### config.mk
export PLATFORM = sky130hd
export DESIGN_NAME = bkram_sector_ctrl_flat
export DESIGN_NICKNAME = d
export VERILOG_FILES = /design/src/rtl/bkram_pkg.sv /design/src/rtl/bkram_sector_ctrl_if.sv /design/src/rtl/bkram_dirty_map.sv /design/src/rtl/bkram_sector_ctrl.sv /design/src/flat_wrapper.sv
export SDC_FILE = /design/constraint.sdc
export NUM_CORES = 1
export LEC_CHECK = 0
export ABC_CLOCK_PERIOD_IN_PS = 4350
export CAP_MARGIN = 20
export CORE_MARGIN = 2
export CORE_UTILIZATION = 45
export DETAILED_ROUTE_END_ITERATION = 12
export GPL_TIMING_DRIVEN = 0
export PLACE_DENSITY = 0.84
export SLEW_MARGIN = 20
export SYNTH_ARGS = -nofsm -noshare
export SYNTH_HDL_FRONTEND = slang
export SYNTH_SLANG_ARGS = --single-unit
### constraint.sdc
create_clock -name clk_sys -period 4.35 [get_ports clk_sys]
set_clock_uncertainty 0.1 [all_clocks]
set_input_delay 0.435 -clock clk_sys [delete_from_list [all_inputs] [get_ports clk_sys]]
set_output_delay 0.435 -clock clk_sys [all_outputs]
set_load 0.02 [all_outputs]
### src/rtl/bkram_pkg.sv
// Shared types and constants for the backup-RAM sector controller.
// Holds the FSM state encoding, transfer kinds and the default format header table.
package bkram_pkg;

  typedef enum logic [2:0] {
    ST_IDLE,
    ST_ISSUE,
    ST_WAIT_HI,
    ST_WAIT_LO,
    ST_FORMAT
  } state_t;

  typedef enum logic [1:0] {
    XF_LOAD,
    XF_FULL,
    XF_DIRTY
  } xfer_t;

  localparam int SECTOR_BYTES = 512;

  // Default format header; words past the table read as zero.
  function automatic logic [15:0] fmt_word(input logic [31:0] idx);
    logic [15:0] w;
    w = 16'h0000;
    case (idx)
      32'd0:   w = 16'h5548;
      32'd1:   w = 16'h4D42;
      32'd2:   w = 16'h8800;
      32'd3:   w = 16'h8010;
      default: w = 16'h0000;
    endcase
    return w;
  endfunction

endpackage

### src/rtl/bkram_sector_ctrl_if.sv
// SD block-request bus between the sector controller (master) and the SD card engine (slave).
// Request is held until sd_ack rises; the sector completes when sd_ack falls again.
interface bkram_sector_ctrl_if;
  logic [31:0] sd_lba;
  logic        sd_rd;
  logic        sd_wr;
  logic        sd_ack;

  modport master (output sd_lba, output sd_rd, output sd_wr, input sd_ack);
  modport slave  (input sd_lba, input sd_rd, input sd_wr, output sd_ack);
endinterface

### src/rtl/bkram_dirty_map.sv
// Per-sector dirty bitmap with single-bit set/clear, bulk set/clear and a lookup port.
// Updates land one cycle after the request; a set beats a clear of the same bit.
module bkram_dirty_map #(
  parameter int SECTORS = 16,
  parameter int SW      = 4
) (
  input  logic          clk_sys,
  input  logic          reset,
  input  logic          set_en,
  input  logic [SW-1:0] set_idx,
  input  logic          clr_en,
  input  logic [SW-1:0] clr_idx,
  input  logic          clr_all,
  input  logic          set_all,
  input  logic [SW-1:0] q_idx,
  output logic          q_dirty,
  output logic          any_dirty
);

  logic [SECTORS-1:0] map;

  always_ff @(posedge clk_sys) begin
    if (reset) begin
      map <= '0;
    end else if (clr_all) begin
      map <= '0;
    end else if (set_all) begin
      map <= '1;
    end else begin
      if (clr_en) map[clr_idx] <= 1'b0;
      // Ordered after the clear so a write landing on a completing sector keeps it dirty.
      if (set_en) map[set_idx] <= 1'b1;
    end
  end

  assign q_dirty   = map[q_idx];
  assign any_dirty = |map;

endmodule

### src/rtl/bkram_sector_ctrl.sv
// Moves the core backup RAM to/from SD sector by sector (load, full save, dirty-only save, format).
// Outputs are registered; each sector waits on the sd_ack rise/fall handshake, no timeout.
module bkram_sector_ctrl
  import bkram_pkg::*;
#(
  parameter int          SECTORS   = 16,
  parameter logic [31:0] LBA_BASE  = 32'd0,
  parameter int          CORE_AW   = 11,
  parameter int          FMT_WORDS = 4
) (
  input  logic                clk_sys,
  input  logic                reset,
  input  logic                bk_ena,
  input  logic                load_req,
  input  logic                save_req,
  input  logic                mount_load,
  input  logic                autosave,
  input  logic                osd_open,
  input  logic                format_req,
  input  logic                core_we,
  input  logic [CORE_AW-1:0]  core_addr,
  bkram_sector_ctrl_if.master sd,
  output logic                busy,
  output logic                loading,
  output logic                pending,
  output logic                fmt_we,
  output logic [((FMT_WORDS > 1) ? $clog2(FMT_WORDS) : 1)-1:0] fmt_addr,
  output logic [15:0]         fmt_data
);

  localparam int LOG2S = $clog2(SECTORS);
  localparam int SW    = (LOG2S > 0) ? LOG2S : 1;
  localparam int FAW   = (FMT_WORDS > 1) ? $clog2(FMT_WORDS) : 1;

  state_t        state;
  xfer_t         xfer;
  logic [SW-1:0] sec;
  logic          load_q, save_q, osd_q, fmt_q, bk_ena_q, ack_block;
  logic          q_dirty, any_dirty;
  logic          load_trig, full_trig, dirty_trig, fmt_trig;
  logic          last_sec, fmt_last, sec_done, bk_fall;
  logic [SW-1:0] core_sec;

  assign core_sec   = SW'(core_addr >> (CORE_AW - LOG2S));
  assign load_trig  = ((load_req & ~load_q) | mount_load) & bk_ena;
  assign full_trig  = save_req & ~save_q & bk_ena;
  assign dirty_trig = osd_open & ~osd_q & autosave & pending;
  assign fmt_trig   = format_req & ~fmt_q;
  assign last_sec   = (sec == SW'(SECTORS - 1));
  assign fmt_last   = (fmt_addr == FAW'(FMT_WORDS - 1));
  assign sec_done   = (state == ST_WAIT_LO) && !sd.sd_ack;
  assign bk_fall    = bk_ena_q & ~bk_ena;

  bkram_dirty_map #(.SECTORS(SECTORS), .SW(SW)) u_map (
    .clk_sys   (clk_sys),
    .reset     (reset),
    .set_en    (core_we & bk_ena),
    .set_idx   (core_sec),
    .clr_en    (sec_done && (xfer != XF_LOAD)),
    .clr_idx   (sec),
    .clr_all   ((sec_done && (xfer == XF_LOAD) && last_sec) || bk_fall),
    .set_all   ((state == ST_FORMAT) && fmt_last),
    .q_idx     (sec),
    .q_dirty   (q_dirty),
    .any_dirty (any_dirty)
  );

  always_ff @(posedge clk_sys) begin
    if (reset) begin
      state     <= ST_IDLE;
      xfer      <= XF_LOAD;
      sec       <= '0;
      sd.sd_rd  <= 1'b0;
      sd.sd_wr  <= 1'b0;
      sd.sd_lba <= LBA_BASE;
      busy      <= 1'b0;
      loading   <= 1'b0;
      pending   <= 1'b0;
      fmt_we    <= 1'b0;
      fmt_addr  <= '0;
      fmt_data  <= '0;
      load_q    <= load_req;
      save_q    <= save_req;
      osd_q     <= osd_open;
      fmt_q     <= format_req;
      bk_ena_q  <= bk_ena;
      // An ack left over from an aborted transfer must fall before it counts again.
      ack_block <= sd.sd_ack;
    end else begin
      load_q   <= load_req;
      save_q   <= save_req;
      osd_q    <= osd_open;
      fmt_q    <= format_req;
      bk_ena_q <= bk_ena;
      pending  <= bk_ena & any_dirty;
      if (!sd.sd_ack) ack_block <= 1'b0;

      case (state)
        ST_IDLE: begin
          sec <= '0;
          if (load_trig) begin
            xfer <= XF_LOAD; loading <= 1'b1; busy <= 1'b1; state <= ST_ISSUE;
          end else if (full_trig) begin
            xfer <= XF_FULL; busy <= 1'b1; state <= ST_ISSUE;
          end else if (dirty_trig) begin
            xfer <= XF_DIRTY; busy <= 1'b1; state <= ST_ISSUE;
          end else if (fmt_trig) begin
            busy     <= 1'b1;
            fmt_we   <= 1'b1;
            fmt_addr <= '0;
            fmt_data <= fmt_word(32'd0);
            state    <= ST_FORMAT;
          end
        end
        ST_ISSUE: begin
          if (xfer == XF_DIRTY && !q_dirty) begin
            if (last_sec) begin
              state <= ST_IDLE; busy <= 1'b0;
            end else begin
              sec <= sec + SW'(1);
            end
          end else begin
            sd.sd_lba <= LBA_BASE + 32'(sec);
            sd.sd_rd  <= (xfer == XF_LOAD);
            sd.sd_wr  <= (xfer != XF_LOAD);
            state     <= ST_WAIT_HI;
          end
        end
        ST_WAIT_HI: begin
          if (sd.sd_ack && !ack_block) begin
            sd.sd_rd <= 1'b0;
            sd.sd_wr <= 1'b0;
            state    <= ST_WAIT_LO;
          end
        end
        ST_WAIT_LO: begin
          if (!sd.sd_ack) begin
            if (last_sec) begin
              state <= ST_IDLE; busy <= 1'b0; loading <= 1'b0;
            end else begin
              sec   <= sec + SW'(1);
              state <= ST_ISSUE;
            end
          end
        end
        ST_FORMAT: begin
          if (fmt_last) begin
            fmt_we <= 1'b0; busy <= 1'b0; state <= ST_IDLE;
          end else begin
            fmt_addr <= fmt_addr + FAW'(1);
            fmt_data <= fmt_word(32'(fmt_addr) + 32'd1);
          end
        end
        default: state <= ST_IDLE;
      endcase
    end
  end

endmodule
### src/flat_wrapper.sv
// flat-port wrapper written by rule: the top's interface ports become plain ports
module bkram_sector_ctrl_flat import bkram_pkg::*;
#(
  parameter int          SECTORS   = 16,
  parameter logic [31:0] LBA_BASE  = 32'd0,
  parameter int          CORE_AW   = 11,
  parameter int          FMT_WORDS = 4
)
  (clk_sys, reset, bk_ena, load_req, save_req, mount_load, autosave, osd_open, format_req, core_we, core_addr, busy, loading, pending, fmt_we, fmt_addr, fmt_data, sd_sd_lba, sd_sd_rd, sd_sd_wr, sd_sd_ack);
  bkram_sector_ctrl_if sd_i ();
  input  logic clk_sys;
  input  logic reset;
  input  logic bk_ena;
  input  logic load_req;
  input  logic save_req;
  input  logic mount_load;
  input  logic autosave;
  input  logic osd_open;
  input  logic format_req;
  input  logic core_we;
  input  logic [CORE_AW-1:0] core_addr;
  output logic busy;
  output logic loading;
  output logic pending;
  output logic fmt_we;
  output logic [((FMT_WORDS > 1) ? $clog2(FMT_WORDS) : 1)-1:0] fmt_addr;
  output logic [15:0] fmt_data;
  output wire logic [$bits(sd_i.sd_lba)-1:0] sd_sd_lba;
  output wire logic [$bits(sd_i.sd_rd)-1:0] sd_sd_rd;
  output wire logic [$bits(sd_i.sd_wr)-1:0] sd_sd_wr;
  input wire logic [$bits(sd_i.sd_ack)-1:0] sd_sd_ack;
  assign sd_sd_lba = sd_i.sd_lba;
  assign sd_sd_rd = sd_i.sd_rd;
  assign sd_sd_wr = sd_i.sd_wr;
  assign sd_i.sd_ack = sd_sd_ack;
  bkram_sector_ctrl #(.SECTORS(SECTORS), .LBA_BASE(LBA_BASE), .CORE_AW(CORE_AW), .FMT_WORDS(FMT_WORDS)) u_core (.clk_sys(clk_sys), .reset(reset), .bk_ena(bk_ena), .load_req(load_req), .save_req(save_req), .mount_load(mount_load), .autosave(autosave), .osd_open(osd_open), .format_req(format_req), .core_we(core_we), .core_addr(core_addr), .sd(sd_i), .busy(busy), .loading(loading), .pending(pending), .fmt_we(fmt_we), .fmt_addr(fmt_addr), .fmt_data(fmt_data));
endmodule
[Yosys cells after proc, flatten, opt, wreduce, memory -nomap -nowiden]
Cells that the tools add are included.
Storage, ports and cells
  register bits: 59
  input port bits: 22
  output and inout bits: 56
  word-level logic and storage cells: 173
Cells by class
  add/sub/neg operators: 3
  $lt $le $gt $ge: 4
  eq/ne operators: 25
  multiplexer cells: 67
  bitwise operators: 21
  reduce and logical (&&, ||, !) cells: 34
Operators with widths (count)
  two-way mux 16 bit: 11
  == test 32 x 2 -> 1 bit, second input constant: 2
  case mux 16 bit (4 select lines): 1
  == test 32 x 1 -> 1 bit, second input constant: 1
  logical NOT 32 bit: 1
  case mux 16 bit (2 select lines): 1
  two-way mux 3 bit: 9
  two-way mux 1 bit: 23
  bitwise AND 16 bit: 1
  two-way mux 2 bit: 8
  inverter 16 bit: 1
  OR 16 bit: 1
  OR reduction 16 bit: 1
  case mux 3 bit (5 select lines): 1
  inequality test 2 bit, second input constant: 7
  two-way mux 4 bit: 3
  inequality test 2 x 1 -> 1 bit, second input constant: 6
  case mux 4 bit (3 select lines): 1
  AND reduction 6 bit: 2
  bitwise AND 1 bit: 11
  < comparator 4 x 5 -> 1 bit, second input constant: 2
  AND reduction 5 bit: 2
  logical AND 1 bit: 9
  demux 1 bit (select 4 bit): 2
  other kinds (28): 47

[Longest topological paths before layout]
Gate-level depths: netlist (run 1).
  depth in word-level cells: 13
  depth in mapped cells: 7
  mapped depth without buffers: 6

[By module]
Synthesis (run 1) repeated with hierarchy kept, for this count alone.
Unflattened totals
  cells, all modules: 302
  area, all modules: 2701.3 um2
By module, submodules not included
  bkram_sector_ctrl: instances 1, cells each 206, area an instance 1846.8 um2, seq. area each 650.6 um2
  bkram_dirty_map: instances 1, cells each 96, area an instance 854.6 um2, seq. area each 320.3 um2

[Worst setup path before layout (run 1)]
OpenSTA, ideal clock, no wires.
  path kind: flip-flop to flip-flop
  start point: reg u_core.sec[0]
  end point: reg u_core.sec[2]
  setup time: 0.070 ns
  arrival: 1.827 ns
  data required time: 4.180 ns
  setup slack: 2.353 ns
  stages on the path, launching flop included: 7
  path buffers: 1
  period minus slack after synthesis: 1.997 ns
  path through: dfxtp_1 buf_6 mux2_2 a221oi_4 a21oi_1 or4_1 a21oi_1
Between the ends
  cells in the longest elaborated chain, start to end: 6
  elaborated cells on any way between the ends: 12
  classes of those cells: 1 x add/sub; 2 x eq/ne; 6 x mux; 3 x reduce/logical
Ends and longest elaborated chain
  start, declared: line bkram_sector_ctrl.sv:37  | logic [SW-1:0] sec;
  start signal, assigned: line bkram_sector_ctrl.sv:120  | sec <= sec + SW'(1);
  start signal, assigned: line bkram_sector_ctrl.sv:141  | sec <= sec + SW'(1);
  binary-select mux 1 bit (select 4 bit): line bkram_dirty_map.sv:36  | assign q_dirty = map[q_idx];
  two-way mux 1 bit (not written as such): line bkram_dirty_map.sv:36
  logical NOT 1 bit: line bkram_sector_ctrl.sv:116  | if (xfer == XF_DIRTY && !q_dirty) begin
  logical AND 1 bit: line bkram_sector_ctrl.sv:116
  inequality test 2 x 1 -> 1 bit (no source line)
  AND reduction 3 bit (no source line)
Several ways; a longest one is shown, not always the timed one. The select of a mux whose other input is x is not followed.
A chain may end at the register's enable or synchronous reset.

[Final worst setup path (run 1)]
  start point: reg u_core.sec[2]
  end point: reg u_core.u_map.map[5]
Between the ends
  cells in the longest elaborated chain, start to end: 13
  elaborated cells on any way between the ends: 18
  classes of those cells: 2 x order compare; 1 x eq/ne; 8 x mux; 3 x bitwise; 4 x reduce/logical
Ends and longest elaborated chain
  < comparator 4 x 5 -> 1 bit (not written as such) or >= comparator 4 x 1 -> 1 bit (tied branches): line bkram_dirty_map.sv:30  | if (clr_en) map[clr_idx] <= 1'b0;
  logical AND 1 bit (not written as such): line bkram_dirty_map.sv:30
  two-way mux 1 bit (not written as such): line bkram_dirty_map.sv:30
  demux 1 bit (select 4 bit): line bkram_dirty_map.sv:30
  inverter 16 bit (no source line)
  bitwise AND 16 bit (no source line)
  two-way mux 16 bit: line bkram_dirty_map.sv:30
  two-way mux 16 bit: line bkram_dirty_map.sv:27  | end else if (set_all) begin
  two-way mux 16 bit: line bkram_dirty_map.sv:25  | end else if (clr_all) begin
  two-way mux 16 bit: line bkram_dirty_map.sv:23  | if (reset) begin
  OR 16 bit (no source line)
  two-way mux 16 bit: line bkram_dirty_map.sv:32  | if (set_en) map[set_idx] <= 1'b1;
  two-way mux 16 bit: line bkram_dirty_map.sv:27
  end signal, assigned: line bkram_dirty_map.sv:24  | map <= '0;
  end signal, assigned: line bkram_dirty_map.sv:28  | map <= '1;
  end signal, assigned by index: line bkram_dirty_map.sv:32
  end, declared: line bkram_dirty_map.sv:20  | logic [SECTORS-1:0] map;
Several ways; a longest one is shown, not always the timed one. The select of a mux whose other input is x is not followed.

==> metrics.cfg, run 1 <==
[final_layout]
num-fill-cells=534
drive_above_1_share=0.1593
final_nets=437
area_growth_pct=25.45
final_cell_mix=a21oi_1 (47), dfxtp_1 (47), buf_4 (40)
n_antenna_cell=0

[clocking]
cts_hold_buf=0
post_cts_resized=0
cts_root_buf=clkbuf_8
cts.path.max_buffers=2
cts_htree_levels=2
cts_setup_buffers=0
clk_pin_slew_ps=80
clk_latency_ps=300
clock_sinks=48
cts_tree=yes
cts_buffers=5

[yosys]
synth_cell_type_count=51
synthArstFlopShare=0
ys.flop_type=dfxtp_1
netlist_area_um2=2768
netlist_instances=331
ys_seq_area_frac=0.3508
synth_seq_cells=48
synth_edf_count=1
avgSynthCellArea_um2=8.361
yosys_warnings=0

[setup_path]
required_ps=4440
crit_slowest_cell=o31ai_2
r2r_slack_ps=1910
crit_path_end_kind=register
rr_startpoint=u_core.sec[2]
start_kind=register
crit_type=register to register
reg2reg_depth=6
path_max_fanout=10
worstPathCellList=clkbuf_1, and3_1, nand4_1, o31ai_2, buf_2, a21oi_1
r2r_end=u_core.u_map.map[5]
arrival_ps=2520
slowest_delay_ps=510

[detailed_routing]
vias_per_cell=5.360
antenna_left=0
routed_wl_mm=6.641
firstDrtPassIters=5
wire_per_inst_um=13.75
drc=0
num_vias=2589
drt_iter0_drc=179

[global_route]
grt_pass1_wl_mm=10.74
grt_pass1_vias=2346
antenna_found_initial=0
overflow=0
grt_usage=0.2049
grt_max_degree=15

[floorplanning]
die_x_um=82.43
dieArea_um2=6794
core_area_um2=5921
num_rows=28
die_h_um=82.43
num_io_pins=78
start_util=0.4675

[sta]
rsz0062_at_grt=no
min_period_over_period=0.5601
fin_setup_tns_ps=0
tightest_slew_ps=785.0
finalWorstSetupSlack_ps=1914
relSlewSlack=0.4753
drv_slew=0
finalCriticalPeriod_ps=2436
finalSetupViolCount=0
fmax_ghz=0.4105
hold_viol=0

[job]
maxCapViolCount=0

[pwr]
power.total_uw=1443
vdd_ir_drop_max_mv=0.3547
power_density_nw_per_um2=415.7
power_leakage_uw=0.001379

[min_path]
hp-class=register to register
hold_start=u_core.u_map.map[15]
min_to=u_core.u_map.map[15]
whs_path_depth=2

[place]
routabilityCongestion=0.9062
dp_slack_ps=1902
io_buffers=36
detailed_place_hpwl_mm=5.007

[status]
outcome=finished clean

per-stage QoR:
stage,std cells,hold slack (ps),utilization,cell area (um2)
floorplan,364,341.1,-,2892
global placement,475,363.1,0.5651,3346
detailed placement,475,369.6,0.5651,3346
CTS,483,385.2,0.5864,3472
global route,483,416.6,0.5864,3472
finish,483,387.1,0.5864,3472
how the worst max path moves through the flow:
| stage | from | end | slack, ps | depth (start not counted) |
|---|---|---|---|---|
| 2_1_floorplan | u_core.sec[0] | u_core.sec[2] | 2350 | 6 |
| 3_3_place_gp | sd_sd_ack | u_core.sec[2] | 1890 | 6 |
| 3_5_place_dp | sd_sd_ack | u_core.sec[2] | 1900 | 6 |
| 4_1_cts | u_core.sec[2] | u_core.u_map.map[2] | 1960 | 6 |
| 5_1_grt | u_core.sec[2] | u_core.u_map.map[7] | 1760 | 6 |
| 6_report | u_core.sec[2] | u_core.u_map.map[5] | 1910 | 6 |
logic make-up after synthesis:
kind of cell | after synthesis | share of synthesized area
other | 1 | 0.001355
adders and majority gates | 8 | 0.03617
xor gates and xnor gates | 1 | 0.003165
buffers and inverters | 64 | 0.1474
AOI/OAI and AO/OA | 111 | 0.2396
and+or+nand+nor | 90 | 0.1804
DFF | 48 | 0.3508
muxes | 8 | 0.04114
cell type report:
class | instances | area (um2) | share of cell area
multi-input cells | 252 | 1513 | 0.4357
plain buffers | 54 | 370.4 | 0.1067
well taps | 75 | 93.84 | 0.02703
repair buffers | 36 | 360.3 | 0.1038
clock buffers | 7 | 96.34 | 0.02775
inverters | 10 | 37.54 | 0.01081
clock inverters | 1 | 30.03 | 0.008649
flip-flops and latches | 48 | 970.9 | 0.2796
power breakdown:
group / total (uW) / switching, uW / internal (uW)
logic: 567 / 327 / 240
clock network: 350 / 147 / 203
registers: 526 / 38.9 / 487
total: 1440 / 513 / 930
Yosys cell counts, types with 7 or more instances:
| master | number | share of area |
|---|---|---|
| dfxtp_1 | 47 | 0.34 |
| buf_4 | 40 | 0.11 |
| ha_1 | 8 | 0.036 |
| nand2b_1 | 13 | 0.029 |
| nand3_1 | 7 | 0.013 |
| clkbuf_1 | 10 | 0.014 |
| nand2_1 | 14 | 0.019 |
| a21oi_1 | 47 | 0.085 |
| inv_1 | 10 | 0.014 |
| nor3_1 | 10 | 0.018 |
| a31oi_1 | 7 | 0.016 |
| o21ai_0 | 29 | 0.052 |
| nor2_1 | 16 | 0.022 |
| nor2b_1 | 7 | 0.016 |
worst max-delay path, delay by kind of cell (launching register included):
| family | cells | cell delay [ps] |
|---|---|---|
| buffers and inverters | 2 | 700 |
| AND/OR/NAND/NOR | 2 | 570 |
| AO/OA/AOI/OAI | 2 | 570 |
| flip-flops | 1 | 370 |
metal layers:
metal | up-vias | routed length [um] | share of wire | track usage
met2 | 113 | 3333 | 0.50 | 0.3637
met5 | - | 0 | 0 | 0
met4 | 0 | 125 | 0.019 | 0.07333
met3 | 14 | 497 | 0.075 | 0.04130
met1 | 1198 | 2684 | 0.40 | 0.2434
li1 | 1264 | - | - | -
registers in the layout, indices dropped and copies added, names as in the netlist:
signal            cells
u_core.sec            4
u_core.state          3
u_core.bk_ena_q       1
u_core.sd.sd_lba      4
u_core.ack_block      1
u_core.sd.sd_wr       1
u_core.sd.sd_rd       1
u_core.fmt_addr       2
u_core.xfer           2
u_core.osd_q          1
u_core.fmt_we         1
u_core.pending        1
u_core.loading        1
u_core.load_q         1
u_core.fmt_q          1
u_core.busy           1
u_core.fmt_data       5
u_core.u_map.map     16
u_core.save_q         1
No activity file was read; power rests on OpenSTA's default activity.
==> run 2: changes to the inputs <==
--- a/config.mk
+++ b/config.mk
@@ -5,7 +5,7 @@
 export SDC_FILE = /design/constraint.sdc
 export NUM_CORES = 1
 export LEC_CHECK = 0
-export ABC_CLOCK_PERIOD_IN_PS = 4350
+export ABC_CLOCK_PERIOD_IN_PS = 2500
 export CAP_MARGIN = 20
 export CORE_MARGIN = 2
 export CORE_UTILIZATION = 45
==> constraint.sdc (replaced) <==
create_clock -name clk_sys -period 2.5 [get_ports clk_sys]
set_clock_uncertainty 0.1 [all_clocks]
set_input_delay 0.25 -clock clk_sys [delete_from_list [all_inputs] [get_ports clk_sys]]
set_output_delay 0.25 -clock clk_sys [all_outputs]
set_load 0.02 [all_outputs]
==> run 2 against run 1 <==
Net effect: routed wire length up 0.14%; combinational power grew 75%; clock power up 74%; first-iteration DRC count is 5.0% higher; largest cell class unchanged.
==> metrics.cfg, run 2 (synthesis results as in run 1) <==
[min_path]
whs_path_depth=1  ; -1
hold_start=load_req
hp-class=input port to register
min_to=u_core.load_q

[sta]
relSlewSlack=0.4751  ; about the same
finalSetupViolCount=0  ; unchanged
hold_viol=0  ; unchanged
tightest_slew_ps=785.3  ; +0.2548 ps
drv_slew=0  ; unchanged
fin_setup_tns_ps=0  ; unchanged
finalCriticalPeriod_ps=2324  ; -111.7 ps
fmax_ghz=0.4302  ; +4.8%
min_period_over_period=0.9298  ; +0.3697
rsz0062_at_grt=no
finalWorstSetupSlack_ps=175.5  ; -1738 ps

[clocking]
cts_root_buf=clkbuf_8
cts_buffers=5  ; unchanged
cts.path.max_buffers=2  ; unchanged
cts_tree=yes
clk_pin_slew_ps=80  ; about the same
clock_sinks=48  ; unchanged
clk_latency_ps=300  ; about the same
cts_htree_levels=2  ; unchanged
cts_hold_buf=0  ; unchanged

[pwr]
switchingPower_uw=897.3  ; +75%
combPwrFrac=0.394  ; about the same
power_leakage_uw=0.001380  ; about the same
p_seq_frac=0.364  ; about the same
pwr-share-clk=0.242  ; about the same
power_density_nw_per_um2=722.9  ; +74%
power.total_uw=2516  ; +74%
internal-power_uw=1619  ; +74%
vdd_ir_drop_max_mv=0.6169  ; +74%
sw_frac_of_total=0.3566  ; +0.001058

[setup_path]
cp.depth=6  ; unchanged
crit_slowest_cell=clkbuf_1
r2r_end=u_core.u_map.map[5]
path_max_fanout=10  ; unchanged
arrival_ps=2410  ; -110 ps
reg2reg_depth=6  ; unchanged
worstPathCellList=clkbuf_1, and3_1, nand4_1, o31ai_4, buf_2, a21oi_1
rr_startpoint=u_core.sec[2]
cp_top_family=buffers and inverters
required_ps=2590  ; -1850 ps
slowest_delay_ps=390  ; -120 ps
crit_type=register to register
start_kind=register
cp_num_buf_inv=2  ; unchanged
crit_path_end_kind=register
r2r_slack_ps=180  ; -1740 ps

[floorplanning]
start_util=0.4675  ; unchanged
core_area_um2=5921  ; unchanged
die_h_um=82.43  ; unchanged
num_io_pins=78  ; unchanged
die_x_um=82.43  ; unchanged
num_rows=28  ; unchanged
dieArea_um2=6794  ; unchanged

[job]
maxCapViolCount=0  ; unchanged

[global_route]
grt_pass1_wl_mm=10.74  ; unchanged
grt_usage=0.2049  ; unchanged
grt_max_degree=15  ; unchanged
overflow=0  ; unchanged
grt_pass1_vias=2346  ; unchanged
antenna_found_initial=0  ; unchanged

[detailed_routing]
antenna_left=0  ; unchanged
wire_per_inst_um=13.77  ; +0.14%
vias_per_cell=5.373  ; +0.23%
drt_iter0_drc=188  ; +5.0%
drc=0  ; unchanged
routed_wl_mm=6.650  ; +0.14%
num_vias=2595  ; +0.23%
firstDrtPassIters=5  ; unchanged

[final_layout]
largest_register=u_core.u_map.map
largest_register_ffs=16  ; unchanged
final_nets=437  ; unchanged
final_cell_mix=a21oi_1 (47), dfxtp_1 (47), buf_4 (40)
fin_area_um2=3481  ; +0.25%
num-fill-cells=535  ; +0.19%
top_regs=u_core.u_map.map: 16 flops, u_core.fmt_data: 5 flops
drive_above_1_share=0.1593  ; unchanged
area_growth_pct=25.77
n_antenna_cell=0  ; unchanged

[place]
detailed_place_hpwl_mm=5.007  ; unchanged
dp_slack_ps=121.4  ; -1780 ps
routabilityCongestion=0.9062  ; unchanged
io_buffers=36  ; unchanged
postPlaceCellArea_um2=3346  ; unchanged

[status]
outcome=finished clean

## run 2: cell counts in the layout (fill, tap and decap cells not counted)
No cell type changed its count.
## run 2: power groups by stage
stage                     Sequential [uW]  Combinational, uW  Clock, uW
after global placement                926                955          0
after CTS                             917                979        621
after detailed placement              934                972          0
after floorplan                       973                641          0
after global routing                  929               1080        643
final                                 916                991        609
## run 2: area by class of cell
class	instances	area [um2]	area share
Timing Repair Buffer	36	360.3	0.1035
Sequential cell	48	970.9	0.2789
Buffer	54	370.4	0.1064
Tap cell	75	93.84	0.02696
Clock inverter	1	30.03	0.008627
Inverter	10	37.54	0.01078
Clock buffer	7	96.34	0.02768
Multi-Input combinational cell	252	1521	0.4371
## run 2: per-stage QoR
stage / cells / hold slack (ps) / util
after floorplan: 364 / 177.7 / -
final: 483 / 305.3 / 0.5879
after detailed placement: 475 / 369.6 / 0.5651
after global routing: 483 / 326.9 / 0.5879
after global placement: 475 / 363.1 / 0.5651
after CTS: 483 / 293.0 / 0.5864
## run 2: layer usage
metal / wire length (um) / vias up / track usage
met5: 0 / - / 0
met4: 106 / 0 / 0.07333
met3: 420 / 11 / 0.04130
met2: 3329 / 103 / 0.3637
met1: 2794 / 1215 / 0.2434
li1: - / 1266 / -
## run 2: worst max-delay path by stage
stage                    startpoint                  end  slack, ps
detailed placement    u_core.sec[2]  u_core.u_map.map[2]        120
CTS                   u_core.sec[2]  u_core.u_map.map[2]        110
floorplan             u_core.sec[0]        u_core.sec[2]        500
global placement      u_core.sec[2]  u_core.u_map.map[3]        150
finish                u_core.sec[2]  u_core.u_map.map[5]        180
global route        u_core.state[2]   u_core.fmt_addr[0]         50
## run 2: what timing repair did
item                       4_1_cts  5_1_grt
gates resized for setup          0        1
buffers inserted                 0        0
setup endpoints to repair        0       10
==> run 3: changes to the inputs <==
--- a/config.mk
+++ b/config.mk
@@ -5,10 +5,10 @@
 export SDC_FILE = /design/constraint.sdc
 export NUM_CORES = 1
 export LEC_CHECK = 0
-export ABC_CLOCK_PERIOD_IN_PS = 2500
+export ABC_CLOCK_PERIOD_IN_PS = 2000
 export CAP_MARGIN = 20
 export CORE_MARGIN = 2
-export CORE_UTILIZATION = 45
+export CORE_UTILIZATION = 43
 export DETAILED_ROUTE_END_ITERATION = 12
 export GPL_TIMING_DRIVEN = 0
 export PLACE_DENSITY = 0.84
==> constraint.sdc (replaced) <==
create_clock -name clk_sys -period 2 [get_ports clk_sys]
set_clock_uncertainty 0.1 [all_clocks]
set_input_delay 0.2 -clock clk_sys [delete_from_list [all_inputs] [get_ports clk_sys]]
set_output_delay 0.2 -clock clk_sys [all_outputs]
set_load 0.02 [all_outputs]
==> run 3 against run 2 <==
Net effect: the flow now finishes with violations (setup timing); critical endpoint is now u_core.sec[2]; via count is 1.9% higher; clock power increased by 16%; critical path depth is the same; largest cell class unchanged; routed wire length grew 7.6%; maximum frequency is 11% higher.
==> metrics.cfg, run 3 (synthesis results as in run 1) <==
[setup_path]
r2r_slack_ps=-90  ; -260 ps
setup.worst_path.start=u_core.sec[0]
arrival_ps=2230  ; -180 ps
crit_path_end=u_core.sec[2]
rr_startpoint=u_core.sec[0]
reg2reg_depth=6  ; unchanged
required_ps=2140  ; -450 ps
start_kind=register
crit_path_end_kind=register
r2r_end=u_core.sec[2]
path_max_fanout=5  ; -5
crit_type=register to register

[clocking]
clock_sinks=48  ; unchanged
clk_pin_slew_ps=90  ; about the same
cts_htree_levels=2  ; unchanged
cts_root_buf=clkbuf_8
cts.path.max_buffers=2  ; unchanged
cts_hold_buf=0  ; unchanged
cts_buffers=5  ; unchanged
cts_tree=yes
clk_latency_ps=310  ; about the same

[final_layout]
final_cell_mix=buf_4 (56), a21oi_1 (45), dfxtp_1 (44)
layout_commonest_cell=buf_4
area_growth_pct=34.99
num-fill-cells=543  ; +1.5%
largest_register=u_core.u_map.map
largest_register_ffs=16  ; unchanged
fin_util=0.5952  ; +0.007264
top_regs=u_core.u_map.map: 16 flops, u_core.fmt_data: 5 flops
final_nets=453  ; +3.7%
n_antenna_cell=0  ; unchanged
drive_above_1_share=0.2406  ; +0.08125

[place]
routabilityCongestion=0.8828  ; -2.6%
detailed_place_hpwl_mm=5.039  ; +0.64%
io_buffers=36  ; unchanged

[floorplanning]
die_x_um=84.23  ; +2.2%
num_io_pins=78  ; unchanged
num_rows=29  ; +3.6%
dieArea_um2=7094  ; +4.4%
core_area_um2=6277  ; +6.0%
start_util=0.4409  ; -0.02655
die_h_um=84.23  ; +2.2%

[pwr]
vdd_ir_drop_max_mv=0.5939  ; -3.7%
power_density_nw_per_um2=905.5  ; +25%
power_leakage_uw=0.001510  ; +9.4%

[sta]
rsz0062_at_grt=yes
finalWorstSetupSlack_ps=-86.30  ; -261.8 ps
min_period_over_period=1.043  ; +0.1134
worst_hold_slack_ps=259.2  ; -46.02 ps
finalSetupViolCount=10  ; +10
fmax_ghz=0.4793  ; +11%
hold_viol=0  ; unchanged
tightest_slew_ps=587.6  ; -197.6 ps
finalCriticalPeriod_ps=2086  ; -238.2 ps
relSlewSlack=0.6052  ; +0.1301
drv_slew=0  ; unchanged

[detailed_routing]
num_vias=2645  ; +1.9%
antenna_left=0  ; unchanged
vias_per_cell=5.279  ; -1.7%
routed_wl_mm=7.153  ; +7.6%
firstDrtPassIters=5  ; unchanged
drc=0  ; unchanged
drt_iter0_drc=246  ; +31%
wire_per_inst_um=14.28  ; +3.7%

[global_route]
grt_use_met2=0.3543  ; -0.009453
grt_usage=0.2003  ; -0.004535
grt_pass1_wl_mm=11.70  ; +9.0%
busiest_layer=met2
overflow=0  ; unchanged
grt_use_met3=0.04031  ; -0.0009897
grtUsageMet1=0.2403  ; -0.003140
antenna_found_initial=0  ; unchanged
grt_max_degree=16  ; +1
grt_pass1_vias=2485  ; +5.9%

[job]
maxCapViolCount=0  ; unchanged

[min_path]
whs_path_depth=1  ; unchanged
hp-class=input port to register

[status]
violations=setup timing
outcome=finished with violations

==> run 3: changes by cell type in the layout (fill, tap and decap cells not counted), sizes merged <==
cell,delta
buf,+18
clkbuf,-2
bufinv,-1
clkinv,+1
==> run 3: metrics by stage <==
step	total power [uW]	TNS, ps	area, um2	cells	setup slack [ps]
after floorplan	2017	0	2892	364	3.330
after global placement	2350	-5489	3348	477	-393.8
after detailed placement	2383	-7117	3348	477	-443.1
after CTS	3279	-141.0	3682	496	-67.18
after global routing	3543	-1264	3736	501	-137.2
final	3383	-244.7	3736	501	-86.30
==> run 3: worst min path at each step <==
stage | start | endpoint | slack [ps]
6_report | load_req | u_core.load_q | 260
5_1_grt | load_req | u_core.load_q | 280
4_1_cts | load_req | u_core.load_q | 260
3_5_place_dp | u_core.fmt_data[4] | u_core.fmt_data[4] | 370
3_3_place_gp | u_core.u_map.map[15] | u_core.u_map.map[15] | 370
2_1_floorplan | bk_ena | u_core.bk_ena_q | 130
==> run 3: worst max-delay path, stage by stage, from the launching register on <==
cell and delay, ps:
dfxtp_2 370, buf_8 130, mux2_4 310, a221oi_4 350, a21oi_2 130, or4_1 490, a21oi_1 140
==> run 3: area by class of cell <==
class                           instances  area [um2]  share of cell area
Tap cell                               77       96.34             0.02579
Buffer                                 53       387.9              0.1038
Inverter                               10       37.54             0.01005
Timing Repair Buffer                   53       498.0              0.1333
Sequential cell                        48       974.7              0.2609
Multi-Input combinational cell        252        1625              0.4350
Clock inverter                          1       8.758            0.002344
Clock buffer                            7       107.6             0.02880
==> run 3: timing repair <==
item,in CTS,in global routing
resized for setup,28,9
gates cloned,1,0
setup endpoints to repair,36,36
buffers inserted,10,6
pin swaps,9,3
==> run 3: layer usage <==
metal  part of all wire  vias to the layer above
met5                  0                        -
met4              0.023                        0
met3              0.074                       19
met2               0.50                      106
met1               0.40                     1221
li1                   -                     1299
==> run 3: power by group <==
| part | switching [uW] | internal, uW |
|---|---|---|
| Clock | 347 | 359 |
| Sequential | 90.3 | 1060 |
| Combinational | 829 | 694 |
